## src/rtl/gullfaxi_port_arbiter.sv

```systemverilog
// Gullfaxi port arbiter: shares one output link among NREQ router ports with
// packet-granular round-robin arbitration and one register stage of forwarding.
//
// Port handshake: a router raises R_req[i] (with R_length valid) and holds it
// for the whole packet. After its single-cycle R_grant[i] pulse it presents
// the first beat with R_start[i]. Every following cycle must carry a beat:
// either a data beat (R_req[i] high, no start/end) or the last beat (R_end[i]).
// A cycle with none of these while a packet is open closes it as a length error.
// Each accepted beat appears on L_* exactly one cycle later.
module gullfaxi_port_arbiter #(
  parameter int NREQ    = 3,
  parameter int TIMEOUT = 8,
  parameter int CNTW    = 16
) (
  input  logic              clk,
  input  logic              reset,
  input  logic [NREQ-1:0]   R_req,
  input  logic [NREQ-1:0]   R_start,
  input  logic [NREQ*6-1:0] R_length,
  input  logic [NREQ*8-1:0] R_data,
  input  logic [NREQ-1:0]   R_end,
  output logic [NREQ-1:0]   R_grant,
  output logic              L_valid,
  output logic [7:0]        L_data,
  output logic              L_start,
  output logic              L_end,
  output logic [5:0]        L_length,
  output logic [2:0]        L_src,
  output logic              err_len,
  output logic              err_timeout,
  output logic [CNTW-1:0]   pkt_count,
  output logic [1:0]        dbg_state
);

  localparam int PW = $clog2(NREQ);
  localparam int WW = $clog2(TIMEOUT) + 1;

  typedef enum logic [1:0] {
    S_IDLE       = 2'd0,
    S_GRANT      = 2'd1,
    S_WAIT_START = 2'd2,
    S_XFER       = 2'd3
  } state_t;

  state_t          state_q, state_d;
  logic [PW-1:0]   src_q, src_d;
  logic [PW-1:0]   rr_q, rr_d;
  logic [5:0]      len_q, len_d;
  logic [WW-1:0]   wait_q, wait_d;
  logic [6:0]      beat_q, beat_d;
  logic [CNTW-1:0] pkt_count_q, pkt_count_d;
  logic            err_len_q, err_len_d;
  logic            err_timeout_q, err_timeout_d;
  logic            l_valid_q, l_valid_d;
  logic [7:0]      l_data_q, l_data_d;
  logic            l_start_q, l_start_d;
  logic            l_end_q, l_end_d;
  logic [5:0]      l_length_q, l_length_d;
  logic [2:0]      l_src_q, l_src_d;

  logic [5:0]      len_arr [NREQ];
  logic [7:0]      dat_arr [NREQ];
  logic            pick_found;
  logic [PW-1:0]   pick_idx;
  logic [PW-1:0]   src_next;
  logic [6:0]      len_ext;
  logic [6:0]      beat_inc;
  logic            accept;
  logic            done;
  logic [6:0]      done_cnt;

  // Unpack the flat per-port length/data buses into arrays.
  always_comb begin
    for (int i = 0; i < NREQ; i++) begin
      len_arr[i] = R_length[i*6 +: 6];
      dat_arr[i] = R_data[i*8 +: 8];
    end
  end

  // Round-robin pick: first requesting index at or after the rr pointer.
  always_comb begin
    int j;
    j          = 0;
    pick_found = 1'b0;
    pick_idx   = '0;
    for (int i = 0; i < NREQ; i++) begin
      j = int'(rr_q) + i;
      if (j >= NREQ) j = j - NREQ;
      if (!pick_found && R_req[PW'(j)]) begin
        pick_found = 1'b1;
        pick_idx   = PW'(j);
      end
    end
  end

  // Grant pulse is a pure decode of the GRANT state so reset clears it at once.
  always_comb begin
    R_grant = '0;
    if (state_q == S_GRANT && len_q != 6'd0) R_grant[src_q] = 1'b1;
  end

  // Next-state, counters, error pulses and forwarding register inputs.
  always_comb begin
    state_d       = state_q;
    src_d         = src_q;
    rr_d          = rr_q;
    len_d         = len_q;
    wait_d        = wait_q;
    beat_d        = beat_q;
    pkt_count_d   = pkt_count_q;
    err_len_d     = 1'b0;
    err_timeout_d = 1'b0;
    accept        = 1'b0;
    done          = 1'b0;
    done_cnt      = beat_q;
    src_next      = (src_q == PW'(NREQ-1)) ? '0 : src_q + PW'(1);
    len_ext       = {1'b0, len_q};
    beat_inc      = (beat_q == 7'h7f) ? beat_q : beat_q + 7'd1;

    case (state_q)
      S_IDLE: begin
        if (pick_found) begin
          src_d   = pick_idx;
          len_d   = len_arr[pick_idx];
          state_d = S_GRANT;
        end
      end
      S_GRANT: begin
        wait_d = '0;
        if (len_q == 6'd0) begin
          err_len_d = 1'b1;
          rr_d      = src_next;
          state_d   = S_IDLE;
        end else begin
          state_d = S_WAIT_START;
        end
      end
      S_WAIT_START: begin
        if (R_start[src_q]) begin
          accept = 1'b1;
          beat_d = 7'd1;
          if (R_end[src_q]) begin
            done     = 1'b1;
            done_cnt = 7'd1;
          end else begin
            state_d = S_XFER;
          end
        end else if (wait_q == WW'(TIMEOUT-1)) begin
          err_timeout_d = 1'b1;
          rr_d          = src_next;
          state_d       = S_IDLE;
        end else begin
          wait_d = wait_q + WW'(1);
        end
      end
      S_XFER: begin
        if (R_start[src_q]) begin
          // A restart closes the open packet; the new start beat is dropped.
          err_len_d = 1'b1;
          rr_d      = src_next;
          state_d   = S_IDLE;
        end else if (R_end[src_q]) begin
          accept   = 1'b1;
          beat_d   = beat_inc;
          done     = 1'b1;
          done_cnt = beat_inc;
        end else if (R_req[src_q]) begin
          accept = 1'b1;
          beat_d = beat_inc;
          // Flag the first beat past the declared length, keep forwarding.
          if (beat_inc == len_ext + 7'd1) err_len_d = 1'b1;
        end else begin
          err_len_d = 1'b1;
          rr_d      = src_next;
          state_d   = S_IDLE;
        end
      end
      default: state_d = S_IDLE;
    endcase

    // Completion: exact length counts the packet; short packets and an end
    // beat that is itself the first overflow beat flag an error. Longer
    // overruns were already flagged at their overflow beat.
    if (done) begin
      if (done_cnt == len_ext) pkt_count_d = pkt_count_q + CNTW'(1);
      else if (done_cnt < len_ext || done_cnt == len_ext + 7'd1) err_len_d = 1'b1;
      rr_d    = src_next;
      state_d = S_IDLE;
    end

    l_valid_d  = accept;
    l_data_d   = accept ? dat_arr[src_q] : 8'd0;
    l_start_d  = accept & R_start[src_q];
    l_end_d    = accept & R_end[src_q];
    l_length_d = accept ? len_q : 6'd0;
    l_src_d    = accept ? 3'(src_q) : 3'd0;
  end

  // State and output registers; reset aborts any packet in flight.
  always_ff @(posedge clk or negedge reset) begin
    if (!reset) begin
      state_q       <= S_IDLE;
      src_q         <= '0;
      rr_q          <= '0;
      len_q         <= '0;
      wait_q        <= '0;
      beat_q        <= '0;
      pkt_count_q   <= '0;
      err_len_q     <= 1'b0;
      err_timeout_q <= 1'b0;
      l_valid_q     <= 1'b0;
      l_data_q      <= '0;
      l_start_q     <= 1'b0;
      l_end_q       <= 1'b0;
      l_length_q    <= '0;
      l_src_q       <= '0;
    end else begin
      state_q       <= state_d;
      src_q         <= src_d;
      rr_q          <= rr_d;
      len_q         <= len_d;
      wait_q        <= wait_d;
      beat_q        <= beat_d;
      pkt_count_q   <= pkt_count_d;
      err_len_q     <= err_len_d;
      err_timeout_q <= err_timeout_d;
      l_valid_q     <= l_valid_d;
      l_data_q      <= l_data_d;
      l_start_q     <= l_start_d;
      l_end_q       <= l_end_d;
      l_length_q    <= l_length_d;
      l_src_q       <= l_src_d;
    end
  end

  assign L_valid     = l_valid_q;
  assign L_data      = l_data_q;
  assign L_start     = l_start_q;
  assign L_end       = l_end_q;
  assign L_length    = l_length_q;
  assign L_src       = l_src_q;
  assign err_len     = err_len_q;
  assign err_timeout = err_timeout_q;
  assign pkt_count   = pkt_count_q;
  assign dbg_state   = state_q;

endmodule

```

## config.mk

```make
export PLATFORM = sky130hd
export DESIGN_NAME = gullfaxi_port_arbiter
export DESIGN_NICKNAME = d
export VERILOG_FILES = /design/src/rtl/gullfaxi_port_arbiter.sv
export SDC_FILE = /design/constraint.sdc
export NUM_CORES = 1
export LEC_CHECK = 0
export BUFFER_PORTS_ARGS = -buffer_cell sky130_fd_sc_hd__buf_4
export CELL_PAD_IN_SITES_DETAIL_PLACEMENT = 1
export CELL_PAD_IN_SITES_GLOBAL_PLACEMENT = 1
export CORE_MARGIN = 1.5
export CORE_UTILIZATION = 38
export CTS_BUF_LIST = sky130_fd_sc_hd__clkbuf_8
export CTS_CLUSTER_DIAMETER = 150
export DETAILED_ROUTE_END_ITERATION = 6
export HOLD_SLACK_MARGIN = 0.15
export PLACE_DENSITY = 0.85
export SLEW_MARGIN = 20
export SYNTH_ARGS = -nofsm -noshare
export SYNTH_HDL_FRONTEND = slang
export SYNTH_SLANG_ARGS = --single-unit
```

## constraint.sdc

```tcl
create_clock -name clk -period 3.26 [get_ports clk]
set_input_delay 0 -clock clk [delete_from_list [all_inputs] [get_ports clk]]
set_output_delay 0 -clock clk [all_outputs]
set_load 0.05 [all_outputs]
```

Yosys cells after proc, flatten, opt, wreduce, memory -nomap -nowiden
Cells that the tools add are included.

Bits of input ports: 53. Bits in writable memories: 0. Register bits: 60. Bits in latches: 0. Memories: 0. Logic and storage cells: 171. Bits in read-only memories: 0.

Mux-type cells: 90. Add/sub/neg operators: 10. Divide/modulo/power cells: 0. Eq/ne operators: 22. Bitwise operators: 4. Reduce and logical (&&, ||, !) cells: 19. Order comparisons: 11. $mul: 0. Shift-type cells: 0.

Operators by type and width (number): 7-bit 2-to-1 mux (9); 2-bit 2-to-1 mux (24); 1-bit 2-to-1 mux (31); 7-bit one-hot mux with 2 select lines (2); 8-bit 2-to-1 mux (3); 6-bit 2-to-1 mux (3); 16-bit by 1-bit adder with 16-bit output (second input constant) (1); 8-bit binary-select mux with 2-bit select (1); 4-bit inequality test (second input constant) (4); 7-bit == test (2); 1-bit binary-select mux with 2-bit select (6); 6-bit binary-select mux with 2-bit select (1); 2-bit by 4-bit less-than comparator with 1-bit output (second input constant) (3); 3-bit inequality test (second input constant) (4); 4-bit 2-to-1 mux (2); 2-bit inequality test (second input constant) (4); 2-bit one-hot mux with 4 select lines (1); 4-bit one-hot mux with 2 select lines (1); 6-bit by 1-bit adder with 7-bit output (second input constant) (1); 7-bit by 1-bit adder with 7-bit output (second input constant) (1); 7-bit by 6-bit == test with 1-bit output (1); 7-bit == test (second input constant) (1); 7-bit by 6-bit less-than comparator with 1-bit output (1); 2-bit == test (second input constant) (3); 32 further kinds (46).

Longest topological paths before layout
Gate-level depths: netlist of run 1.

Depth after elaboration: 16. Mapped depth: 17.

Worst setup path before layout of run 1
No wires, ideal clock.

Path type: reg2reg. Start: register state_q[0], in the netlist dbg_state[0]. End: register pkt_count_q[15], in the netlist pkt_count[15]. Slack: -0.363 ns. Required time: 3.178 ns. Cell stages (with the launch flop): 16. Library setup time: 0.082 ns. Clock period less this slack: 3.623 ns. Arrival: 3.541 ns. Path buffers: 2. Cell sequence: dfrtp_1 > inv_1 > ha_1 > or3b_2 > o22ai_1 > o21ai_1 > a22o_1 > ha_1 > nand3_1 > nor2_1 > and4_1 > buf_6 > nand4_4 > buf_6 > nor4_4 > xor2_1.

Word-level cells in the longest chain between the ends: 4. Elaborated cells on any way between the ends: 6.

Ends and longest elaborated chain: start: declaration (RTL line 45) `state_t state_q, state_d;`; start signal: assignment (RTL line 218) `state_q <= state_d;`; 2-bit == test (RTL line 120) `case (state_q)`; 7-bit one-hot mux with 2 select lines (RTL line 120); 7-bit by 6-bit == test with 1-bit output (RTL line 185) `if (done_cnt == len_ext) pkt_count_d = pkt_count_q + CNTW'(1);`; 2-bit AND reduction (no source line) *; end signal: assignment (RTL line 224) `pkt_count_q <= pkt_count_d;`; end: declaration (RTL line 51) `logic [CNTW-1:0] pkt_count_q, pkt_count_d;`.

Every way passes the cells marked *; elsewhere a longest branch is shown, timed or not. A chain may end at the register's enable or synchronous reset.

Worst setup path in the final report of run 1
Start: register state_q[0], in the netlist dbg_state[0]. End: register pkt_count_q[13], in the netlist pkt_count[13].

Same word-level chain as after synthesis.

==> results of run 1 <==
## metal layers
metal / vias to the layer above / wire length, µm / share of wire [%]
met2: 160 / 8190 / 54
met4: 0 / 544 / 3.6
met1: 2057 / 5580 / 37
met5: - / 0 / 0
li1: 1862 / - / -
met3: 49 / 779 / 5.2
## stage by stage
| step | setup TNS, ns | power, µW |
|---|---|---|
| 6_report | -0.00238 | 4340 |
| 5_1_grt | -0.614 | 4540 |
| 4_1_cts | 0 | 4080 |
| 3_5_place_dp | -0.241 | 3250 |
| 3_3_place_gp | 0 | 3140 |
| 2_1_floorplan | 0 | 2550 |
## worst paths after layout
kind | cells past startpoint | end | slack (ns) | startpoint
setup / recovery | 13 | pkt_count[13] | -0.002 | dbg_state[0]
hold / removal | 3 | src_q[0] | 0.16 | R_req[1]
setup reg to reg | 13 | pkt_count[13] | -0.002 | dbg_state[0]
hold reg to reg | 1 | pkt_count[15] | 0.48 | pkt_count[15]
max in group asynchronous | 2 | src_q[1] | 2.44 | reset
min in group asynchronous | 2 | wait_q[1] | 0.26 | reset
## kinds of logic after synthesis
group	count (synthesis)	share of synthesized area (%)
other	1	0.0940
xor gates and xnor gates	29	6.37
DFF	60	37.6
AOI/OAI and AO/OA	98	17.4
and+or+nand+nor	156	19.8
buffers and inverters	48	5.64
muxes	26	6.96
adders and majority gates	20	6.15
## worst max-delay path: stages (launching register included)
cell and delay (ns):
dfrtp_2 0.48, inv_4 0.10, ha_4 0.13, or3b_4 0.39, o22ai_4 0.20, o21ai_4 0.10, a22o_1 0.25, ha_1 0.34
nand3_2 0.12, nor2_2 0.15, and4_4 0.27, nand4_4 0.19, nor3_2 0.27, xor2_1 0.19
## registers in the layout, summed over array words and instances (netlist names)
| register | cells |
|---|---|
| L_data | 8 |
| L_end | 1 |
| L_length | 6 |
| L_src | 2 |
| L_start | 1 |
| L_valid | 1 |
| beat_q | 7 |
| dbg_state | 2 |
| err_len | 1 |
| err_timeout | 1 |
| len_q | 6 |
| pkt_count | 16 |
| rr_q | 2 |
| src_q | 2 |
| wait_q | 4 |
## area by class of cell
cell class / count / area (µm²)
Fill cell: 1194 / 4610
Multi-Input combinational cell: 331 / 2420
Sequential cell: 60 / 1510
Timing Repair Buffer: 159 / 1270
Tap cell: 136 / 170
Clock buffer: 9 / 124
Inverter: 27 / 104
Clock inverter: 7 / 76.3
## layout by cell type, fill, tap and decap left out, types with 5 or more instances in the layout
cell / instances
nand4_1: 5
inv_1: 26
a22o_1: 5
mux2i_1: 20
nor2_1: 45
and3_1: 5
nand3_1: 18
a31oi_1: 7
o211ai_1: 8
a21oi_1: 17
nor3_1: 10
ha_1: 16
dfrtp_1: 57
nand2_1: 38
o21ai_0: 20
xnor2_1: 17
clkbuf_8: 9
buf_4: 129
nor3_2: 6
xor2_1: 12
dlygate4sd3_1: 29
## power groups by stage
stage / clock network, µW / logic (µW) / registers [µW]
after floorplan: 0 / 1330 / 1220
after CTS: 714 / 2360 / 1010
after global routing: 735 / 2760 / 1040
final: 705 / 2610 / 1030
after detailed placement: 0 / 2220 / 1020
after global placement: 0 / 2130 / 1010
## what timing repair did
action / 4_1_cts / 5_1_grt
pin swaps: 2 / 11
hold buffers: 29 / 0
endpoints found under the hold margin: 74 / 0
buffers inserted: 0 / 8
gates cloned: 1 / 0
endpoints found under the setup margin: 4 / 15
gates resized for setup: 6 / 20
==> flow_summary.yaml, run 1 <==
run_status:
  status: "complete, but fails checks"
  failed_checks: "setup timing"
global_route:
  grt_start_max_net_pins: 61
  grt.overflow.total: 0
  grt_pass1_wl_um: 22600
  top_usage_layer: "met2"
  antenna_found_initial: 0
  gr-usage-met2_pct: 47.6
  met3_usage_pct: 5.63
  met1_usage_pct: 28.4
  first_global_vias: 4445
  grt.total_usage_pct: 25.8
routing:
  drc: 0
  drt_first_pass_iters: 5
  via_per_inst: 5.66
  routed_wl_um: 15100
  routedWlPerCell_um: 20.7
  vias: 4128
  ant_nets: 0
  drtIter0Drc: 175
place:
  dp_worst_setup_slack_ns: -0.135
  portBuffers: 94
  place_inst: 675
  gp_congestion: 0.948
  dpl_cell_area_mm2: 0.00498
  dp_hpwl_um: 9520
setup_path:
  critPathKind: "flop to flop"
  endpoint_kind: "flop"
  worstPathMaxFanout: 6
  critPathLaunchType: "flop"
  cp_data_required_time_ns: 3.54
  arrival_ns: 3.55
floorplanning:
  dieArea_mm2: 0.0111
  dieWidth_um: 105
  fp.dieH_um: 105
  rows: 37
  initial_utilization_pct: 38.8
  core_region_area_mm2: 0.0103
  num_io_pins: 96
yosys:
  ys_warn_count: 0
  synthesis.nets: 509
  async_flop_share_pct: 100
  yosysTopAreaCellShare_pct: 37.6
  synth_area_leader_cell: "dfrtp_1"
  syn-cell-area_mm2: 0.00399
  ys_ff_latch: 60
  synthTopCellsByCount: "60 x dfrtp_1, 47 x nor2_1, 38 x nand2_1"
  synthFlopType: "dfrtp_1"
  synth.distinct_cells: 67
  synth_seq_area_share_pct: 37.6
  yosys-top-cells-area: "dfrtp_1 38%, ha_1 5.6%, mux2i_1 5.3%"
  synth_most_common_cell: "dfrtp_1"
  post_synth.cell_area_avg_um2: 9.11
  synth_cells: 438
  synth_edf_count: 0
clock_network:
  cts.sinks: 60
  root_buffer: "clkbuf_8"
  cts_tree: "yes"
  numCtsBuffers: 9
  clk_pin_slew_ns: 0.08
  cts_htree_levels: 3
  clockBufferDepth: 2
  clk_latency_ns: 0.36
final_layout:
  final_nets: 659
  antenna_cells: 0
  final_cell_area_mm2: 0.00567
  syn_to_final_growth_pct: 42.1
  finalNonFillerCells: 729
  drive_gt1_share_pct: 32.2
  fin_util_pct: 55.2
sta:
  final-max-slew-violation-count: 0
  fin_crit_ns: 3.26
  slew_headroom_pct: 47.9
  setup_slack_ns: -0.00238
  period_share_pct: 100
  hold_viol: 0
  rsz0062_at_grt: "true"
  setup_viol: 1
  holdWs_ns: 0.158
  finClkSkew_ns: 0.00992
  max_freq_mhz: 307
  worst_pin_slew_ns: 0.781
flow_run:
  max_cap_viol_count: 0
power_and_ir_drop:
  power.share.clock_pct: 16.3
  p_switching_uw: 2060
  seqPwrFrac_pct: 23.6
  power_density_mw_per_mm2: 766
  combPwrFrac_pct: 60.1
  swShare_pct: 47.4
  p_leak_uw: 0.00270
  p_int_uw: 2280
  ir_drop_mv: 0.444
min_path:
  hold_path_class: "primary input to flop"
Note: power is estimated with default switching activity, not from simulation.
==> inputs of run 2 (changes only) <==
REMOVE_ABC_BUFFERS = 1   (was not set)
==> flow_summary.yaml, run 2 (synthesis results as in run 1) <==
sta:
  finClkSkew_ns: 0.0190
  fin_crit_ns: 3.16
  final-max-slew-violation-count: 0
  period_share_pct: 96.9
  hold_viol: 0
  setup_slack_ns: 0.101
  setup_viol: 0
  worst_pin_slew_ns: 0.777
  slew_headroom_pct: 48.2
  max_freq_mhz: 317
final_layout:
  fin_util_pct: 56.5
  multi_input_area_mm2: 0.00248
  fillers: 1178
  mostFrequentLayoutCells: "131 x buf_4, 59 x dfrtp_1, 46 x nor2_1, 38 x nand2_1, 29 x dlygate4sd3_1"
  seq_area_mm2: 0.00150
  drive_gt1_share_pct: 33.0
  final_cell_area_mm2: 0.00580
  largest_register_ffs: 16
  antenna_cells: 0
  syn_to_final_growth_pct: 45.4
  final_nets: 663
  finalNonFillerCells: 733
  final_common_cell: "buf_4"
floorplanning:
  rows: 37
  dieWidth_um: 105
  fp.dieH_um: 105
  num_io_pins: 96
  core_region_area_mm2: 0.0103
  dieArea_mm2: 0.0111
  initial_utilization_pct: 38.8
clock_network:
  cts.sinks: 60
  clockBufferDepth: 2
  cts_tree: "yes"
  root_buffer: "clkbuf_8"
  numCtsBuffers: 9
  clk_pin_slew_ns: 0.08
  cts_htree_levels: 3
  clk_latency_ns: 0.36
setup_path:
  worstPathMaxFanout: 7
  regToRegStartpoint: "src_q[0]"
  r2r_cells: 12
  timing.reg2reg.setup_slack_ns: 0.10
  critPathLaunchType: "flop"
  timing.rr.end: "pkt_count[7]"
  arrival_ns: 3.44
  critPathKind: "flop to flop"
  endpoint_kind: "flop"
  cp_data_required_time_ns: 3.54
power_and_ir_drop:
  ir_drop_mv: 0.433
  swShare_pct: 45.6
  p_total_uw: 4370
  power.share.clock_pct: 16.6
  combPwrFrac_pct: 60.3
  power_density_mw_per_mm2: 753
  seqPwrFrac_pct: 23.1
  p_leak_uw: 0.00277
  p_int_uw: 2380
  p_switching_uw: 1990
routing:
  drc: 0
  vias: 4074
  routed_wl_um: 13800
  routedWlPerCell_um: 18.8
  via_per_inst: 5.56
  drt_first_pass_iters: 4
  drtIter0Drc: 125
  ant_nets: 0
global_route:
  grt.total_usage_pct: 25.3
  grt_pass1_wl_um: 22000
  first_global_vias: 4347
  antenna_found_initial: 0
  grt_start_max_net_pins: 61
  grt.overflow.total: 0
place:
  dp_hpwl_um: 9150
  portBuffers: 94
  dpl_cell_area_mm2: 0.00501
  place_inst: 683
  dp_worst_setup_slack_ns: -0.267
  gp_congestion: 0.867
run_status:
  status: "complete, no violations"
min_path:
  whs_path_depth: 3
  min_to: "src_q[0]"
  hold_path_class: "primary input to flop"
  min-delay-start: "R_req[1]"
flow_run:
  max_cap_viol_count: 0
## run 2: worst max path at each step
stage                          to          from
global route         pkt_count[7]      src_q[0]
global placement    pkt_count[10]  dbg_state[0]
CTS                 pkt_count[10]  dbg_state[0]
detailed placement  pkt_count[10]  dbg_state[0]
finish               pkt_count[7]      src_q[0]
floorplan           pkt_count[10]  dbg_state[0]
## run 2: routing by layer
metal / global-route usage, % / vias up / wire, µm
li1: - / 1882 / -
met1: 29.1 / 2040 / 5660
met2: 45.3 / 117 / 7090
met3: 5.13 / 35 / 605
met4: 11.0 / 0 / 405
met5: 0 / - / 0
## run 2: power by group through the flow
stage | Combinational [µW] | Sequential (µW) | Clock (µW)
2_1_floorplan | 1210 | 1260 | 0
3_3_place_gp | 2170 | 1000 | 0
3_5_place_dp | 2250 | 1010 | 0
4_1_cts | 2430 | 993 | 737
5_1_grt | 2830 | 1030 | 769
6_report | 2630 | 1010 | 726
## run 2: area by class of cell
class / count / area share [%]
clock buffers: 11 / 2.61
multi-input cells: 331 / 42.8
flip-flops and latches: 60 / 25.9
inverters: 27 / 1.81
clock inverters: 5 / 1.03
well taps: 136 / 2.93
repair buffers: 163 / 22.9
## run 2: repair_timing
item                       4_1_cts  5_1_grt
setup endpoints to repair       13       22
resized for setup               12       34
hold buffers                    29        0
cloned                           1        1
pin swaps                        3       14
hold endpoints to repair        74        0
setup buffers                    0        3
## run 2: stage by stage
step	hold slack (ns)	TNS, ns
after global routing	0.202	-0.0785
after floorplan	-0.296	-6.64
final	0.165	0
after CTS	0.153	0
after global placement	0.121	-0.0625
after detailed placement	0.126	-1.77
## run 2: worst max-delay path, stage by stage, from the launching register on
cell and delay, ns:
dfrtp_1 0.39, buf_6 0.16, mux2i_4 0.32, a2bb2oi_4 0.30, nor2_1 0.16, a22o_1 0.29, ha_1 0.32, nand3_4 0.09
nor2_4 0.13, and4_4 0.27, nand4_4 0.20, nor3_2 0.26, xor2_1 0.16
==> inputs of run 3 (changes only) <==
CORE_UTILIZATION = 45   (was 38)
PLACE_DENSITY = 0.94   (was 0.85)
clock period = 3.86 ns   (was 3.26 ns; I/O delays follow)
==> flow_summary.yaml, run 3 (synthesis results as in run 1) <==
sta:
  holdWs_ns: 0.245
  final-max-slew-violation-count: 0
  finClkSkew_ns: 0.0166
  setup_viol: 6
  period_share_pct: 102
  setup_slack_ns: -0.0837
  hold_viol: 0
  max_freq_mhz: 254
  finalSetupTns_ns: -0.179
  rsz0062_at_grt: "true"
  worst_pin_slew_ns: 0.798
  fin_crit_ns: 3.94
  slew_headroom_pct: 46.8
global_route:
  grt_start_max_net_pins: 61
  antenna_found_initial: 1
  grt.overflow.total: 0
  grt.total_usage_pct: 35.3
  grt_pass1_wl_um: 25600
  first_global_vias: 4653
final_layout:
  largest_register_ffs: 16
  fillers: 979
  final_cell_area_mm2: 0.00534
  mostFrequentLayoutCells: "104 x buf_4, 60 x dfrtp_1, 46 x nor2_1, 38 x nand2_1, 31 x dlygate4sd3_1"
  syn_to_final_growth_pct: 33.7
  drive_gt1_share_pct: 26.2
  final_nets: 634
  multi_input_area_mm2: 0.00232
  final_common_cell: "buf_4"
  seq_area_mm2: 0.00150
setup_path:
  cp_data_required_time_ns: 4.16
  r2r_cells: 14
  worstPathMaxFanout: 15
  critical-path-top-delay-family: "simple AND/OR/NAND/NOR gates"
  regToRegStartpoint: "dbg_state[0]"
  crit_start: "dbg_state[0]"
  timing.reg2reg.setup_slack_ns: -0.08
  critPathKind: "flop to flop"
  path_depth: 14
  max_stage_delay_ns: 0.44
  cp_num_buf_inv: 2
  timing.rr.end: "pkt_count[10]"
  endpoint_kind: "flop"
  arrival_ns: 4.24
  crit_path_cell_trace: "inv_1 > ha_1 > buf_4 > nor2b_1 > a22oi_2 > nor3_1 > nor3_2 > ha_1 > nand3_1 > nor2_1 > and4_2 > nand4_4 > nor4_2 > xor2_1"
  critPathLaunchType: "flop"
  cp_common_cell: "ha_1"
  crit_path_end: "pkt_count[10]"
  worst_path_max_delay_cell: "dfrtp_1"
clock_network:
  cts_tree: "yes"
  cts.sinks: 60
  cts_htree_levels: 3
  root_buffer: "clkbuf_8"
  numCtsBuffers: 9
  clk_pin_slew_ns: 0.09
  clk_latency_ns: 0.38
  clockBufferDepth: 2
run_status:
  failed_checks: "setup timing"
  status: "complete, but fails checks"
floorplanning:
  core_region_area_mm2: 0.00864
  num_io_pins: 96
  dieWidth_um: 97.2
  dieArea_mm2: 0.00944
  rows: 34
  initial_utilization_pct: 46.2
  fp.dieH_um: 97.2
routing:
  vias: 4347
  via_per_inst: 6.42
  ant_nets: 0
  drtIter0Drc: 346
  drt_first_pass_iters: 5
  routedWlPerCell_um: 25.3
  routed_wl_um: 17200
  drc: 0
power_and_ir_drop:
  p_leak_uw: 0.00256
  power_density_mw_per_mm2: 682
  ir_drop_mv: 0.499
flow_run:
  max_cap_viol_count: 0
place:
  dp_hpwl_um: 9480
  dpl_cell_area_mm2: 0.00478
  gp_congestion: 0.920
  portBuffers: 94
  dp_worst_setup_slack_ns: 0.0765
min_path:
  hold_path_class: "primary input to async pin"
[run 3: cell count changes in the layout (fill, tap and decap cells not counted), moves of 3 or more]
| cell | previous run | this run |
|---|---|---|
| inv_6 | 0 | 3 |
| ha_1 | 15 | 18 |
| nor3_1 | 9 | 13 |
| buf_4 | 131 | 104 |
| nor3_2 | 6 | 3 |
[run 3: worst min-delay path by stage]
| stage | end | start | cells after the start | slack [ns] |
|---|---|---|---|---|
| final | pkt_count[13] | reset | 2 | 0.24 |
| after global routing | L_data[3] | reset | 2 | 0.30 |
| after CTS | beat_q[6] | R_start[0] | 4 | 0.18 |
| after detailed placement | pkt_count[13] | reset | 1 | 0.13 |
| after global placement | pkt_count[12] | reset | 1 | 0.12 |
| after floorplan | L_data[0] | reset | 0 | -0.30 |
[run 3: timing repair]
item | 4_1_cts | 5_1_grt
buffers inserted | 0 | 0
endpoints found under the setup margin | 1 | 12
cloned | 0 | 0
hold buffers | 29 | 2
hold endpoints to repair | 74 | 1
pin swaps | 0 | 1
resized for setup | 1 | 10
[run 3: area by class of cell]
class / instances / area share [%]
multi-input cells: 330 / 43.5
flip-flops and latches: 60 / 28.1
repair buffers: 135 / 20.4
well taps: 108 / 2.53
clock buffers: 9 / 2.32
inverters: 27 / 1.90
clock inverters: 7 / 1.08
diodes: 1 / 0.0469
[run 3: through the flow]
stage / power (µW) / std cells / utilization, %
final: 3640 / 677 / 61.8
after global routing: 3790 / 677 / 61.8
after CTS: 3330 / 674 / 60.9
after detailed placement: 2670 / 629 / 55.4
after global placement: 2550 / 629 / 55.4
after floorplan: 2090 / 417 / -
[run 3: metal layers]
| metal | GRT usage, % | vias up | routed length [µm] |
|---|---|---|---|
| met5 | 0 | - | 0 |
| met4 | 28.2 | 0 | 1370 |
| met3 | 6.91 | 112 | 1270 |
| met2 | 60.4 | 291 | 8480 |
| met1 | 37.7 | 2126 | 6040 |
| li1 | - | 1818 | - |
[run 3: report_power, final]
part | internal (µW) | switching (µW)
combinational | 774 | 1380
sequential | 748 | 152
clock | 243 | 346
total | 1770 | 1880
